**config.mk**
```make
export PLATFORM = sky130hd
export DESIGN_NAME = flaf_nonl_tap_mac
export DESIGN_NICKNAME = d
export VERILOG_FILES = /design/src/rtl/flaf_nonl_tap_mac.sv
export SDC_FILE = /design/constraint.sdc
export NUM_CORES = 2
export LEC_CHECK = 0
export ABC_AREA = 1
export BUFFER_PORTS_ARGS = -buffer_cell sky130_fd_sc_hd__buf_4
export CORE_MARGIN = 1.5
export CORE_UTILIZATION = 58
export DETAILED_ROUTE_END_ITERATION = 8
export HOLD_SLACK_MARGIN = 0.05
export PLACE_DENSITY = 0.77
export SYNTH_ARGS = -nofsm -noshare
export SYNTH_HDL_FRONTEND = slang
export SYNTH_SLANG_ARGS = --single-unit
```
**constraint.sdc**
```tcl
create_clock -name clk -period 9.6 [get_ports clk]
set_input_delay 2.88 -clock clk [delete_from_list [all_inputs] [get_ports clk]]
set_output_delay 2.88 -clock clk [all_outputs]
set_load 0.02 [all_outputs]
```
**src/rtl/flaf_nonl_tap_mac.sv**
```systemverilog
// Nonlinear (FLAF) tap multiply-accumulate: a delay line of expanded samples, one MAC per cycle.
// Define FLAF_OUT_SAT_EN to saturate the output word; otherwise the rounded result wraps.
module flaf_nonl_tap_mac #(
  parameter int unsigned Q_ORD  = 7,
  parameter int unsigned WIDTH  = 16,
  parameter int unsigned N_TAPS = 4,
  parameter int unsigned QP     = 15
) (
  input  logic                             clk,
  input  logic                             reset,
  input  logic                             phi_valid,
  input  logic [Q_ORD*WIDTH-1:0]           phi_in_packed,
  output logic                             phi_ready,
  input  logic                             w_wr_en,
  input  logic [$clog2(N_TAPS*Q_ORD)-1:0]  w_wr_addr,
  input  logic [WIDTH-1:0]                 w_wr_data,
  output logic [WIDTH-1:0]                 y_out,
  output logic                             y_valid,
  input  logic                             y_ready
);

  localparam int NW      = N_TAPS * Q_ORD;
  localparam int ADDR_W  = $clog2(NW);
  localparam int CW      = $clog2(NW + 1);
  localparam int AW      = 2 * WIDTH + $clog2(NW);

  localparam logic [ADDR_W:0]        NW_L    = NW[ADDR_W:0];
  localparam logic [CW-1:0]          CNT_END = NW[CW-1:0];
  localparam logic signed [AW-1:0]   RND     = AW'(64'sd1 <<< (QP - 1));

  typedef enum logic [1:0] {StIdle, StBusy, StDone} state_e;

  state_e                  state_q, state_d;
  logic [CW-1:0]           cnt_q, cnt_d;
  logic signed [AW-1:0]    acc_q, acc_d;
  logic [WIDTH-1:0]        y_q, y_d;

  // Flat storage: entry tap*Q_ORD + k, matching the weight address map.
  logic signed [WIDTH-1:0] feat_q [NW];
  logic signed [WIDTH-1:0] wgt_q  [NW];

  logic                    accept;
  logic                    w_write;
  logic                    mac_last;
  logic [ADDR_W-1:0]       mac_idx;
  logic signed [2*WIDTH-1:0] prod;
  logic signed [AW-1:0]    rnd;
  logic [WIDTH-1:0]        y_rnd;

  assign phi_ready = (state_q == StIdle);
  assign y_valid   = (state_q == StDone);
  assign y_out     = y_q;

  assign accept   = phi_valid & phi_ready;
  assign w_write  = w_wr_en & phi_ready & ({1'b0, w_wr_addr} < NW_L);
  assign mac_idx  = cnt_q[ADDR_W-1:0];
  assign mac_last = (cnt_q == CNT_END);
  assign prod     = feat_q[mac_idx] * wgt_q[mac_idx];
  assign rnd      = acc_q + RND;

`ifdef FLAF_OUT_SAT_EN
  localparam logic signed [AW-1:0] Y_MAX = AW'((64'sd1 <<< (WIDTH - 1)) - 64'sd1);
  localparam logic signed [AW-1:0] Y_MIN = AW'(-(64'sd1 <<< (WIDTH - 1)));

  logic signed [AW-1:0] shf;
  assign shf = rnd >>> QP;

  always_comb begin
    y_rnd = shf[WIDTH-1:0];
    if (shf > Y_MAX) begin
      y_rnd = {1'b0, {(WIDTH-1){1'b1}}};
    end else if (shf < Y_MIN) begin
      y_rnd = {1'b1, {(WIDTH-1){1'b0}}};
    end
  end
`else
  assign y_rnd = WIDTH'(rnd >>> QP);
`endif

  // BUSY runs NW MAC cycles (cnt 0..NW-1) plus one cycle to round and register the output.
  always_comb begin
    state_d = state_q;
    cnt_d   = cnt_q;
    acc_d   = acc_q;
    y_d     = y_q;
    case (state_q)
      StIdle: begin
        if (accept) begin
          state_d = StBusy;
          cnt_d   = '0;
          acc_d   = '0;
        end
      end
      StBusy: begin
        if (mac_last) begin
          y_d     = y_rnd;
          state_d = StDone;
        end else begin
          acc_d = acc_q + {{(AW-2*WIDTH){prod[2*WIDTH-1]}}, prod};
          cnt_d = cnt_q + 1'b1;
        end
      end
      StDone: begin
        if (y_ready) begin
          state_d = StIdle;
        end
      end
      default: state_d = StIdle;
    endcase
  end

  always_ff @(posedge clk or negedge reset) begin
    if (!reset) begin
      state_q <= StIdle;
      cnt_q   <= '0;
      acc_q   <= '0;
      y_q     <= '0;
    end else begin
      state_q <= state_d;
      cnt_q   <= cnt_d;
      acc_q   <= acc_d;
      y_q     <= y_d;
    end
  end

  // A write coinciding with acceptance lands before the first MAC reads the array.
  always_ff @(posedge clk or negedge reset) begin
    if (!reset) begin
      for (int i = 0; i < NW; i++) begin
        feat_q[i] <= '0;
        wgt_q[i]  <= '0;
      end
    end else begin
      if (accept) begin
        for (int i = NW - 1; i >= int'(Q_ORD); i--) begin
          feat_q[i] <= feat_q[i-int'(Q_ORD)];
        end
        for (int k = 0; k < int'(Q_ORD); k++) begin
          feat_q[k] <= phi_in_packed[WIDTH*k +: WIDTH];
        end
      end
      if (w_write) begin
        wgt_q[w_wr_addr] <= w_wr_data;
      end
    end
  end

endmodule
```
==> key figures <==
Run status
  • Run status: finished, final reports clean

Worst setup path
  • Standard cell with the maximum stage delay on the critical path: sky130_fd_sc_hd__dfrtp_4
  • Endpoint type of the worst setup path: flop
  • Setup Crit Path Kind: flop to flop
  • Required time of the critical path: 10180 ps
  • Critical path data arrival time: 9810 ps
  • Crit path largest cell delay: 580 ps
  • Type of origin of the critical path: flop
  • Maximum fanout count along the critical path: 30

Placement
  • Last weighted congestion value of the routability-driven placer: 0.957
  • Detailed-placement wirelength estimate: 108000 µm
  • Number of port buffers: 155
  • Post-place instance area: 0.0560 mm²

Synth
  • Mapped Area: 0.0540 mm²
  • Number of synthesized flops with an enable pin: 0
  • Library cells used by synthesis: 50
  • Post-synth top area share: 0.441
  • Dominant cells by area after synthesis: sky130_fd_sc_hd__dfrtp_1, sky130_fd_sc_hd__o21ai_0, sky130_fd_sc_hd__nand2_1
  • Fraction of the yosys area taken by sequential cells: 0.441
  • Post-synthesis register bit count: 950
  • Post-synth top flop: sky130_fd_sc_hd__dfrtp_1
  • Post-Syn Instances: 6539
  • List of most frequent post-synthesis cells: sky130_fd_sc_hd__nand2_1, sky130_fd_sc_hd__o21ai_0, sky130_fd_sc_hd__dfrtp_1
  • Cell taking the most area after synthesis: sky130_fd_sc_hd__dfrtp_1
  • Cell with the most instances after synthesis: sky130_fd_sc_hd__nand2_1
  • Async set-or-reset flop fraction in the synthesized netlist: 1.00
  • Yosys synthesis warning count: 0
  • Avg Cell Area, Syn: 8.25 µm²
  • Net Count, Synth: 7048

Hold path
  • HP Class: flop to flop

Layout
  • Number of inserted filler cells in the final layout: 7735
  • Layout cells sized above 1: 0.0830
  • Post-layout utilization of the core: 0.652
  • Number of nets in the finished design: 7028
  • Layout overhead on the synthesized area: 11.0%
  • Final Instance Area: 0.0599 mm²

Timing
  • Max-slew headroom at the worst pin: 0.130
  • Final Hold Viols: 0
  • Pins Over Slew Limit: 0
  • Slew at the pin with the worst max-slew slack: 1300 ps
  • Post-route minimum period: 9230 ps
  • Final clock period utilization by the worst path: 0.962
  • Clock tree skew after final layout: 15.3 ps
  • Setup-failing EPs final: 0
  • FMAX: 0.108 GHz

Clock tree
  • Master cell of the clock root buffer: sky130_fd_sc_hd__clkbuf_16
  • TritonCTS clock tree: built
  • Clock-pin slew reported for the worst setup and hold paths after clock tree synthesis: 60 ps
  • Number of buffers added by the clock tree synthesis step: 101
  • H-tree levels: 3
  • Sink Count: 950
  • Maximum clock insertion buffer count: 3
  • Insertion delay of the later-clocked pin in the worst-skew pair: 690 ps

Floorplanning
  • Die X-Extent: 308 µm
  • Core Footprint: 0.0919 mm²
  • I/O pin count: 156
  • Die area: 0.0949 mm²
  • Chip Height: 308 µm
  • Standard-cell rows: 111
  • Effective utilization at floorplan: 0.587

Global route
  • Total Routing Usage GR: 0.342
  • Largest net degree at the start of global routing: 275
  • Global-route wire length before repair: 253000 µm
  • Global-route congestion overflow total: 0
  • Number of global-route vias before repair: 44900
  • Number of antenna violations at the first check in global routing: 2

Job
  • Max-cap check violation count: 0

Routing
  • Number of vias in the routed layout: 46000
  • Routed via count divided by cell count: 5.86
  • Final WL: 161000 µm
  • Number of detailed-routing iterations run before antenna repair: 6
  • Antenna-violating nets left: 0
  • Number of DRC markers after the initial detailed-route iteration: 5331
  • Routed len/inst: 20.5 µm
  • DRC: 0
## worst max-delay path: cells and delay by family, from the launching register on
| kind | cells | cell delay, ps |
|---|---|---|
| fa+ha+maj | 8 | 3760 |
| xor+xnor | 1 | 170 |
| flops | 1 | 580 |
| buf+inv | 8 | 1220 |
| compound gates | 4 | 700 |
| simple gates | 17 | 2630 |
## path summary, 6_finish.rpt
path / start / end / slack [ps] / cells past startpoint
min: wgt_q[156]$_DFFE_PN0P_ / wgt_q[156]$_DFFE_PN0P_ / 480 / 2
min reg2reg: wgt_q[156]$_DFFE_PN0P_ / wgt_q[156]$_DFFE_PN0P_ / 480 / 2
max in group asynchronous: reset / feat_q[231]$_DFFE_PN0P_ / 5610 / 3
max reg2reg: cnt_q[1]$_DFFE_PN0P_ / acc_q[30]$_DFFE_PN0P_ / 370 / 38
max: cnt_q[1]$_DFFE_PN0P_ / acc_q[30]$_DFFE_PN0P_ / 370 / 38
min in group asynchronous: reset / feat_q[350]$_DFFE_PN0P_ / 2220 / 1
## metrics by stage
step                cells  worst slack [ps]  hold WS, ps  TNS [ps]
floorplan            6539              1350          445         0
global placement     7645               153          458         0
detailed placement   7645               181          465         0
CTS                  7831               114          480         0
global route         7846             -33.3          498     -33.3
finish               7847               365          480         0
## per-layer routing
| metal | up-vias | track usage | share of wire | wire length [µm] |
|---|---|---|---|---|
| met3 | 372 | 0.0465 | 0.078 | 12500 |
| met5 | - | 0 | 0 | 0 |
| li1 | 21100 | - | - | - |
| met1 | 22400 | 0.466 | 0.40 | 64600 |
| met2 | 2121 | 0.538 | 0.46 | 74700 |
| met4 | 0 | 0.176 | 0.056 | 9040 |
## logic make-up after synthesis
kind of cell / Yosys count / synth area share
flops: 950 / 0.441
simple gates: 2166 / 0.158
buf+inv: 1179 / 0.0903
compound gates: 1822 / 0.181
xor+xnor: 51 / 0.00828
fa+ha+maj: 371 / 0.122
## registers in the layout, indices dropped and copies added, names as in the netlist
register / cells
state_q: 2
acc_q: 31
wgt_q: 448
cnt_q: 5
feat_q: 448
y_out: 16
## what timing repair did
action,4_1_cts,5_1_grt
gates resized for setup,0,39
setup endpoints to repair,0,10
buffers inserted,0,9
hold buffers,0,0
## cell usage in the layout, fill, tap and decap left out, drive strengths merged
cell type / instances
diode: 2
and3: 1
ha: 114
nor3: 15
a32o: 20
bufinv: 10
a21o: 5
nor3b: 1
nand2: 1475
clkinvlp: 4
nor2: 439
fa: 257
nand4: 12
a21boi: 3
nor4: 11
o211ai: 23
a221oi: 2
a31oi: 6
o221ai: 63
clkinv: 27
a21oi: 264
buf: 302
or2: 3
a211oi: 1
o21a: 25
o31ai: 11
clkbuf: 150
xnor2: 19
a22o: 1
xor2: 32
nand3: 204
and2: 4
o21bai: 4
o22ai: 66
inv: 749
o21ai: 1328
dfrtp: 950
nand3b: 1
## layout make-up
| class | instances | area, µm² | share of cell area |
|---|---|---|---|
| Multi-Input combinational cell | 4410 | 25400 | 0.424 |
| Antenna cell | 2 | 5.00 | 0.0000835 |
| Clock buffer | 145 | 3000 | 0.0500 |
| Tap cell | 1243 | 1560 | 0.0260 |
| Inverter | 749 | 2860 | 0.0477 |
| Clock inverter | 41 | 537 | 0.00896 |
| Timing Repair Buffer | 307 | 2790 | 0.0465 |
| Sequential cell | 950 | 23800 | 0.397 |
Power is not shown: default switching activity piles up to over one toggle a cycle in this logic, so the estimate is an artifact.
